$ cat config.mk
export PLATFORM = sky130hd
export DESIGN_NAME = matmul_sequencer
export DESIGN_NICKNAME = d
export VERILOG_FILES = /design/src/rtl/matmul_pkg.sv /design/src/rtl/seq_delay_line.sv /design/src/rtl/matmul_sequencer.sv
export SDC_FILE = /design/constraint.sdc
export NUM_CORES = 1
export LEC_CHECK = 0
export CORE_ASPECT_RATIO = 1.1
export CORE_UTILIZATION = 51
export DETAILED_ROUTE_END_ITERATION = 6
export HOLD_SLACK_MARGIN = 0.15
export PLACE_DENSITY = 0.79
export SYNTH_ARGS = -nofsm -noshare
export SYNTH_HDL_FRONTEND = slang
export SYNTH_HIERARCHICAL = 1
export SYNTH_SLANG_ARGS = --single-unit
export TNS_END_PERCENT = 1
$ cat constraint.sdc
create_clock -name clock -period 2 [get_ports clock]
set_input_delay 0.3 -clock clock [delete_from_list [all_inputs] [get_ports clock]]
set_output_delay 0.3 -clock clock [all_outputs]
set_load 0.02 [all_outputs]
$ cat src/rtl/matmul_pkg.sv
// Shared definitions for the matrix-multiply sequencer slice.
//   - FSM state codes (also exported on curr_st for debug)
//   - default matrix dimension, operand element and accumulator widths
//   - clog2 helper for counter widths
package matmul_pkg;

  localparam int MM_N   = 4;
  localparam int ELEM_W = 8;
  localparam int ACC_W  = 20;

  localparam logic [2:0] ST_IDLE  = 3'd0;
  localparam logic [2:0] ST_ISSUE = 3'd1;
  localparam logic [2:0] ST_DRAIN = 3'd2;
  localparam logic [2:0] ST_DONE  = 3'd3;

  function automatic int clog2(input int value);
    int res;
    res = 0;
    for (int i = 0; i < 31; i++) begin
      if ((1 << i) < value) res = i + 1;
    end
    return res;
  endfunction

endpackage

$ cat src/rtl/seq_delay_line.sv
// Shift register carrying per-issue tags {valid, first, last, addr_c}
// from the issue stage towards the MAC and the C write port.
//   clock, rst      : clock, asynchronous active-low reset
//   flush           : synchronous clear of all valid bits (job cancel)
//   in_*            : tag of the operand pair issued this cycle
//   tap_valid/first : stage TAP, aligned with operand RAM data (MAC enable)
//   out_*           : final stage, one cycle ahead of the C write strobe
//   pending         : any tag still in flight
module seq_delay_line #(
  parameter int DEPTH = 1,
  parameter int TAP   = 0,
  parameter int AW    = 9
) (
  input  logic          clock,
  input  logic          rst,
  input  logic          flush,
  input  logic          in_valid,
  input  logic          in_first,
  input  logic          in_last,
  input  logic [AW-1:0] in_addr,
  output logic          tap_valid,
  output logic          tap_first,
  output logic          out_valid,
  output logic          out_last,
  output logic [AW-1:0] out_addr,
  output logic          pending
);

  logic [DEPTH-1:0] valid_q;
  logic [DEPTH-1:0] first_q;
  logic [DEPTH-1:0] last_q;
  logic [AW-1:0]    addr_q [DEPTH];

  always_ff @(posedge clock or negedge rst) begin
    if (!rst) begin
      valid_q <= '0;
      first_q <= '0;
      last_q  <= '0;
      for (int i = 0; i < DEPTH; i++) addr_q[i] <= '0;
    end else if (flush) begin
      valid_q <= '0;
      first_q <= '0;
      last_q  <= '0;
    end else begin
      valid_q[0] <= in_valid;
      first_q[0] <= in_first;
      last_q[0]  <= in_last;
      addr_q[0]  <= in_addr;
      for (int i = 1; i < DEPTH; i++) begin
        valid_q[i] <= valid_q[i-1];
        first_q[i] <= first_q[i-1];
        last_q[i]  <= last_q[i-1];
        addr_q[i]  <= addr_q[i-1];
      end
    end
  end

  assign tap_valid = valid_q[TAP];
  assign tap_first = first_q[TAP];
  assign out_valid = valid_q[DEPTH-1];
  assign out_last  = last_q[DEPTH-1];
  assign out_addr  = addr_q[DEPTH-1];
  assign pending   = |valid_q;

endmodule

$ cat src/rtl/matmul_sequencer.sv
// Control FSM sequencing one NxN matrix multiply on the shared MAC datapath.
//   clock, rst            : clock, asynchronous active-low reset
//   start, abort          : job request (IDLE only) / cancel of running job
//   base_a/base_b/base_c  : matrix base addresses, latched on start
//   addra, addrb          : operand read addresses, one pair per ISSUE cycle
//   addrc, wrenc          : C write address and strobe
//   mac_en, mac_rst       : MAC consume / load-instead-of-accumulate
//   rows, cols, items     : issue counters r, c, k
//   busy, done, curr_st   : status, completion pulse, debug state code
//
// state    | meaning
// IDLE  0  | waiting for start
// ISSUE 1  | one operand pair per cycle, N^3 cycles
// DRAIN 2  | no issues, waiting for the final C write
// DONE  3  | one-cycle done pulse
module matmul_sequencer
  import matmul_pkg::*;
#(
  parameter int N         = MM_N,
  parameter int ADDR_AB_W = 10,
  parameter int ADDR_C_W  = 9,
  parameter int RD_LAT    = 1,
  parameter int MAC_LAT   = 1
) (
  input  logic                  clock,
  input  logic                  rst,
  input  logic                  start,
  input  logic                  abort,
  input  logic [ADDR_AB_W-1:0]  base_a,
  input  logic [ADDR_AB_W-1:0]  base_b,
  input  logic [ADDR_C_W-1:0]   base_c,
  output logic [ADDR_AB_W-1:0]  addra,
  output logic [ADDR_AB_W-1:0]  addrb,
  output logic [ADDR_C_W-1:0]   addrc,
  output logic                  wrenc,
  output logic                  mac_en,
  output logic                  mac_rst,
  output logic [clog2(N)-1:0]   rows,
  output logic [clog2(N)-1:0]   cols,
  output logic [clog2(N)-1:0]   items,
  output logic                  busy,
  output logic                  done,
  output logic [2:0]            curr_st
);

  localparam int CW = clog2(N);
  // The last delay stage is replaced by the registered wrenc/addrc pair.
  localparam int DL_DEPTH = RD_LAT + MAC_LAT - 1;

  logic [2:0]           state;
  logic [ADDR_AB_W-1:0] base_a_q, base_b_q;
  logic [ADDR_C_W-1:0]  base_c_q;
  logic [CW-1:0]        r_q, c_q, k_q;
  logic                 issuing, flush;
  logic                 tap_valid, tap_first, out_valid, out_last, pending;
  logic [ADDR_C_W-1:0]  issue_addrc, out_addr;
  logic                 wrenc_q;
  logic [ADDR_C_W-1:0]  addrc_q;

  assign issuing = (state == ST_ISSUE);
  assign flush   = abort && ((state == ST_ISSUE) || (state == ST_DRAIN));

  // N is a power of two, so r*N+k is just the concatenation {r,k}.
  assign addra       = base_a_q + ADDR_AB_W'({r_q, k_q});
  assign addrb       = base_b_q + ADDR_AB_W'({k_q, c_q});
  assign issue_addrc = base_c_q + ADDR_C_W'({r_q, c_q});

  always_ff @(posedge clock or negedge rst) begin
    if (!rst) begin
      state    <= ST_IDLE;
      base_a_q <= '0;
      base_b_q <= '0;
      base_c_q <= '0;
      r_q      <= '0;
      c_q      <= '0;
      k_q      <= '0;
    end else begin
      case (state)
        ST_IDLE: begin
          if (start && !abort) begin
            state    <= ST_ISSUE;
            base_a_q <= base_a;
            base_b_q <= base_b;
            base_c_q <= base_c;
            r_q      <= '0;
            c_q      <= '0;
            k_q      <= '0;
          end
        end
        ST_ISSUE: begin
          if (abort) begin
            state <= ST_IDLE;
          end else begin
            k_q <= k_q + CW'(1);
            if (&k_q) begin
              c_q <= c_q + CW'(1);
              if (&c_q) begin
                r_q <= r_q + CW'(1);
                if (&r_q) state <= ST_DRAIN;
              end
            end
          end
        end
        ST_DRAIN: begin
          if (abort) state <= ST_IDLE;
          else if (wrenc_q && !pending) state <= ST_DONE;
        end
        ST_DONE: state <= ST_IDLE;
        default: state <= ST_IDLE;
      endcase
    end
  end

  seq_delay_line #(
    .DEPTH (DL_DEPTH),
    .TAP   (RD_LAT - 1),
    .AW    (ADDR_C_W)
  ) u_delay (
    .clock     (clock),
    .rst       (rst),
    .flush     (flush),
    .in_valid  (issuing),
    .in_first  (k_q == '0),
    .in_last   (&k_q),
    .in_addr   (issue_addrc),
    .tap_valid (tap_valid),
    .tap_first (tap_first),
    .out_valid (out_valid),
    .out_last  (out_last),
    .out_addr  (out_addr),
    .pending   (pending)
  );

  // addrc only moves with a write so it holds between strobes.
  always_ff @(posedge clock or negedge rst) begin
    if (!rst) begin
      wrenc_q <= 1'b0;
      addrc_q <= '0;
    end else if (flush) begin
      wrenc_q <= 1'b0;
    end else begin
      wrenc_q <= out_valid && out_last;
      if (out_valid && out_last) addrc_q <= out_addr;
    end
  end

  assign wrenc   = wrenc_q;
  assign addrc   = addrc_q;
  assign mac_en  = tap_valid;
  assign mac_rst = tap_valid && tap_first;
  assign rows    = r_q;
  assign cols    = c_q;
  assign items   = k_q;
  assign busy    = (state == ST_ISSUE) || (state == ST_DRAIN);
  assign done    = (state == ST_DONE);
  assign curr_st = state;

endmodule

==> metrics.txt <==
critical path's largest stage delay=0.40 ns; failing checks=negative setup slack; crit path kind=reg2out; Core Rows=30; post-route setup slack=-0.2608 ns; PwrDens=1914 nW/um^2; Synth Instances=292; Netlist cell types=42; initial antenna violation count=0; max-cap check violation count=0; H-tree levels=3; antenna viol nets, final=0; Worst Path Required=1.70 ns; Final Max Tran Viols=0; Synth area leader=dfrtp_1; Final setup viols=17; RSZ-0062 raised after global routing=yes; gr usage total=0.2396; setup TNS=-2.300 ns; Root Buffer=clkbuf_8; post-DP HPWL=5682 um; crit end category=primary output; die height=86.98 um; synth top area cells=dfrtp_1 (44%), mux2_2 (13%), ha_1 (7.5%), mux2_4 (3.1%), xor2_1 (2.9%); io pins=76; Num Clock Sinks=59; cell area after synthesis=3348 um^2; fin crit period=2.261 ns; global-route wire length before repair=12590 um; ANT cells=0; Placed Instances=~470; via count of the routed design=2641; Die ar.=6894 um^2; Yosys warning total=6; # fillers=around 440; final hold violations=0; arrival time at the worst endpoint=1.96 ns; Mapped Avg Cell Area=11.47 um^2; Synth top area share=0.4410; worst hold margin=0.4416 ns; most frequent cells in the layout=dfrtp_1 (56), clkdlybuf4s50_1 (54), mux2_2 (40), buf_4 (40), inv_1 (16); CTS tree=built; syn nets=around 350; CP Launch Type=flop; max frequency=442.3 MHz; Tcrit/Tclk final=1.130; Avg WL per Cell=15.63 um; final net count=458; Slowest cell on crit path=dfrtp_2; Core Area=between 6000 and 7000 um^2; largest net degree at the start of global routing=30; Worst Hold Class=in2async; number of remaining DRC errors=0; Layout area overhead=40.06%; initial core utilization=0.5341; GRT overflow=0; crit-path cells=ha_4, inv_2, fa_2, nand2b_4, a211oi_2, xnor2_1, buf_4; Seq/Total Area, Yosys=0.4410; final wirelength=7612 um; routability congestion estimate=0.8074; Main synth FF type=dfrtp_1; initial DRC count=164; TritonCTS buffer count=9; status=finished with violations; maximum clock insertion buffer count=2; CP top delay family=adder cells; #FFs+latches synth=between 50 and 60; VDD IR-drop max=about 1.1 mV; leakage=2.097 nW; Post-synth EDFFs=0; Finished Layout Cells=approximately 490; drt first pass iters=4; fraction of registers with async set/reset=1.000; Worst Path Max Fanout=3; clock slew at reported path FFs=0.08 ns; commonest non-fill, non-tap cell in the layout=dfrtp_1; Buf/Inv on CP=2; Vias/cell=5.423; Worst-Skew Late Latency=0.35 ns; share of layout cells above drive strength 1=0.3759; Worst Skew=0.01081 ns; PortBufs=74; vias in the first global route=2699; Die Wd=79.26 um
==> final timing paths <==
kind / start / end / depth (start not counted) / slack, ns
setup / recovery: items[0] / addra[8] / 7 / -0.26
hold / removal: rst / base_c_q[8] / 2 / 0.44
setup reg to reg: cols[1] / u_delay/out_addr[7] / 6 / -0.01
hold reg to reg: addrc[6] / addrc[6] / 1 / 0.51
max in group asynchronous: rst / u_delay/out_addr[5] / 3 / 0.87
min in group clock: addrc[6] / addrc[6] / 1 / 0.51
==> kinds of logic after synthesis <==
group / share of synthesized area
flip-flops: 0.4410
AND/OR/NAND/NOR: 0.09566
multiplexers: 0.1779
other: 0.001120
XOR/XNOR: 0.03924
adder cells (fa/ha/maj): 0.09268
buffers and inverters: 0.03961
AO/OA/AOI/OAI: 0.1129
==> routing by layer <==
metal,routed length (um),track usage,part of all wire,vias to the layer above
li1,-,-,-,1266
met1,3149,0.2769,0.41,1301
met2,4081,0.4334,0.54,59
met3,222,0.04293,0.029,15
met4,159,0.1025,0.021,0
met5,0,0,0,-
==> stage by stage <==
step                utilization  power, W  cell area, um^2  setup slack [ns]
global placement         0.7096  0.007691             4448           -0.3587
finish                   0.7481  0.008977             4690           -0.2608
global route             0.7481  0.009563             4690           -0.3359
detailed placement       0.7096  0.007874             4448           -0.3951
CTS                      0.7455  0.008894             4673           -0.2521
floorplan                     -  0.005650             3408          -0.03667
==> where the power goes <==
group | leakage [nW] | internal (W) | switching (W) | total (W)
Clock | 0.0818 | 0.000454 | 0.000529 | 0.000983
Combinational | 1.30 | 0.00290 | 0.00287 | 0.00577
Sequential | 0.718 | 0.00177 | 0.000448 | 0.00222
==> synth_stat cells (3+ instances only) <==
cell / instances
a211o_1: 4
a211oi_1: 5
a21boi_0: 3
a21oi_1: 12
and2b_2: 3
buf_2: 4
buf_4: 3
dfrtp_1: 59
fa_1: 3
ha_1: 20
inv_1: 17
mux2_2: 40
mux2_4: 7
mux2i_1: 4
nand2_1: 11
nand2b_1: 4
nand3_1: 11
nor2_1: 6
nor2b_1: 8
o211ai_1: 7
o21a_1: 3
o21ai_0: 14
o31ai_1: 3
or3_1: 4
xnor2_1: 4
xor2_1: 11
==> area by class of cell <==
type | instances | area [um^2] | share of cell area
Clock buffer | 9 | 123.9 | 0.02641
Clock inverter | 7 | 53.80 | 0.01147
Inverter | 17 | 63.81 | 0.01361
Tap cell | 80 | 100.1 | 0.02134
Sequential cell | 59 | 1480 | 0.3156
Timing Repair Buffer | 109 | 973.4 | 0.2076
Multi-Input combinational cell | 206 | 1894 | 0.4039
==> flip-flops by register name, summed over array words and instances, names as in the netlist <==
name and cells:
cols 2, base_c_q 9, base_a_q 10, items 2, u_delay/out_addr 9, base_b_q 10
addrc 9, u_delay/tap_first 1, curr_st 2, wrenc 1, u_delay/out_last 1, rows 2
u_delay/out_valid 1
==> what timing repair did <==
item | 4_1_cts | 5_1_grt
buffers inserted | 1 | 0
resized for setup | 103 | 8
hold endpoints to repair | 17 | 0
endpoints found under the setup margin | 20 | 19
pin swaps | 5 | 0
hold buffers | 1 | 0
Note: power is estimated with default switching activity, not from simulation.
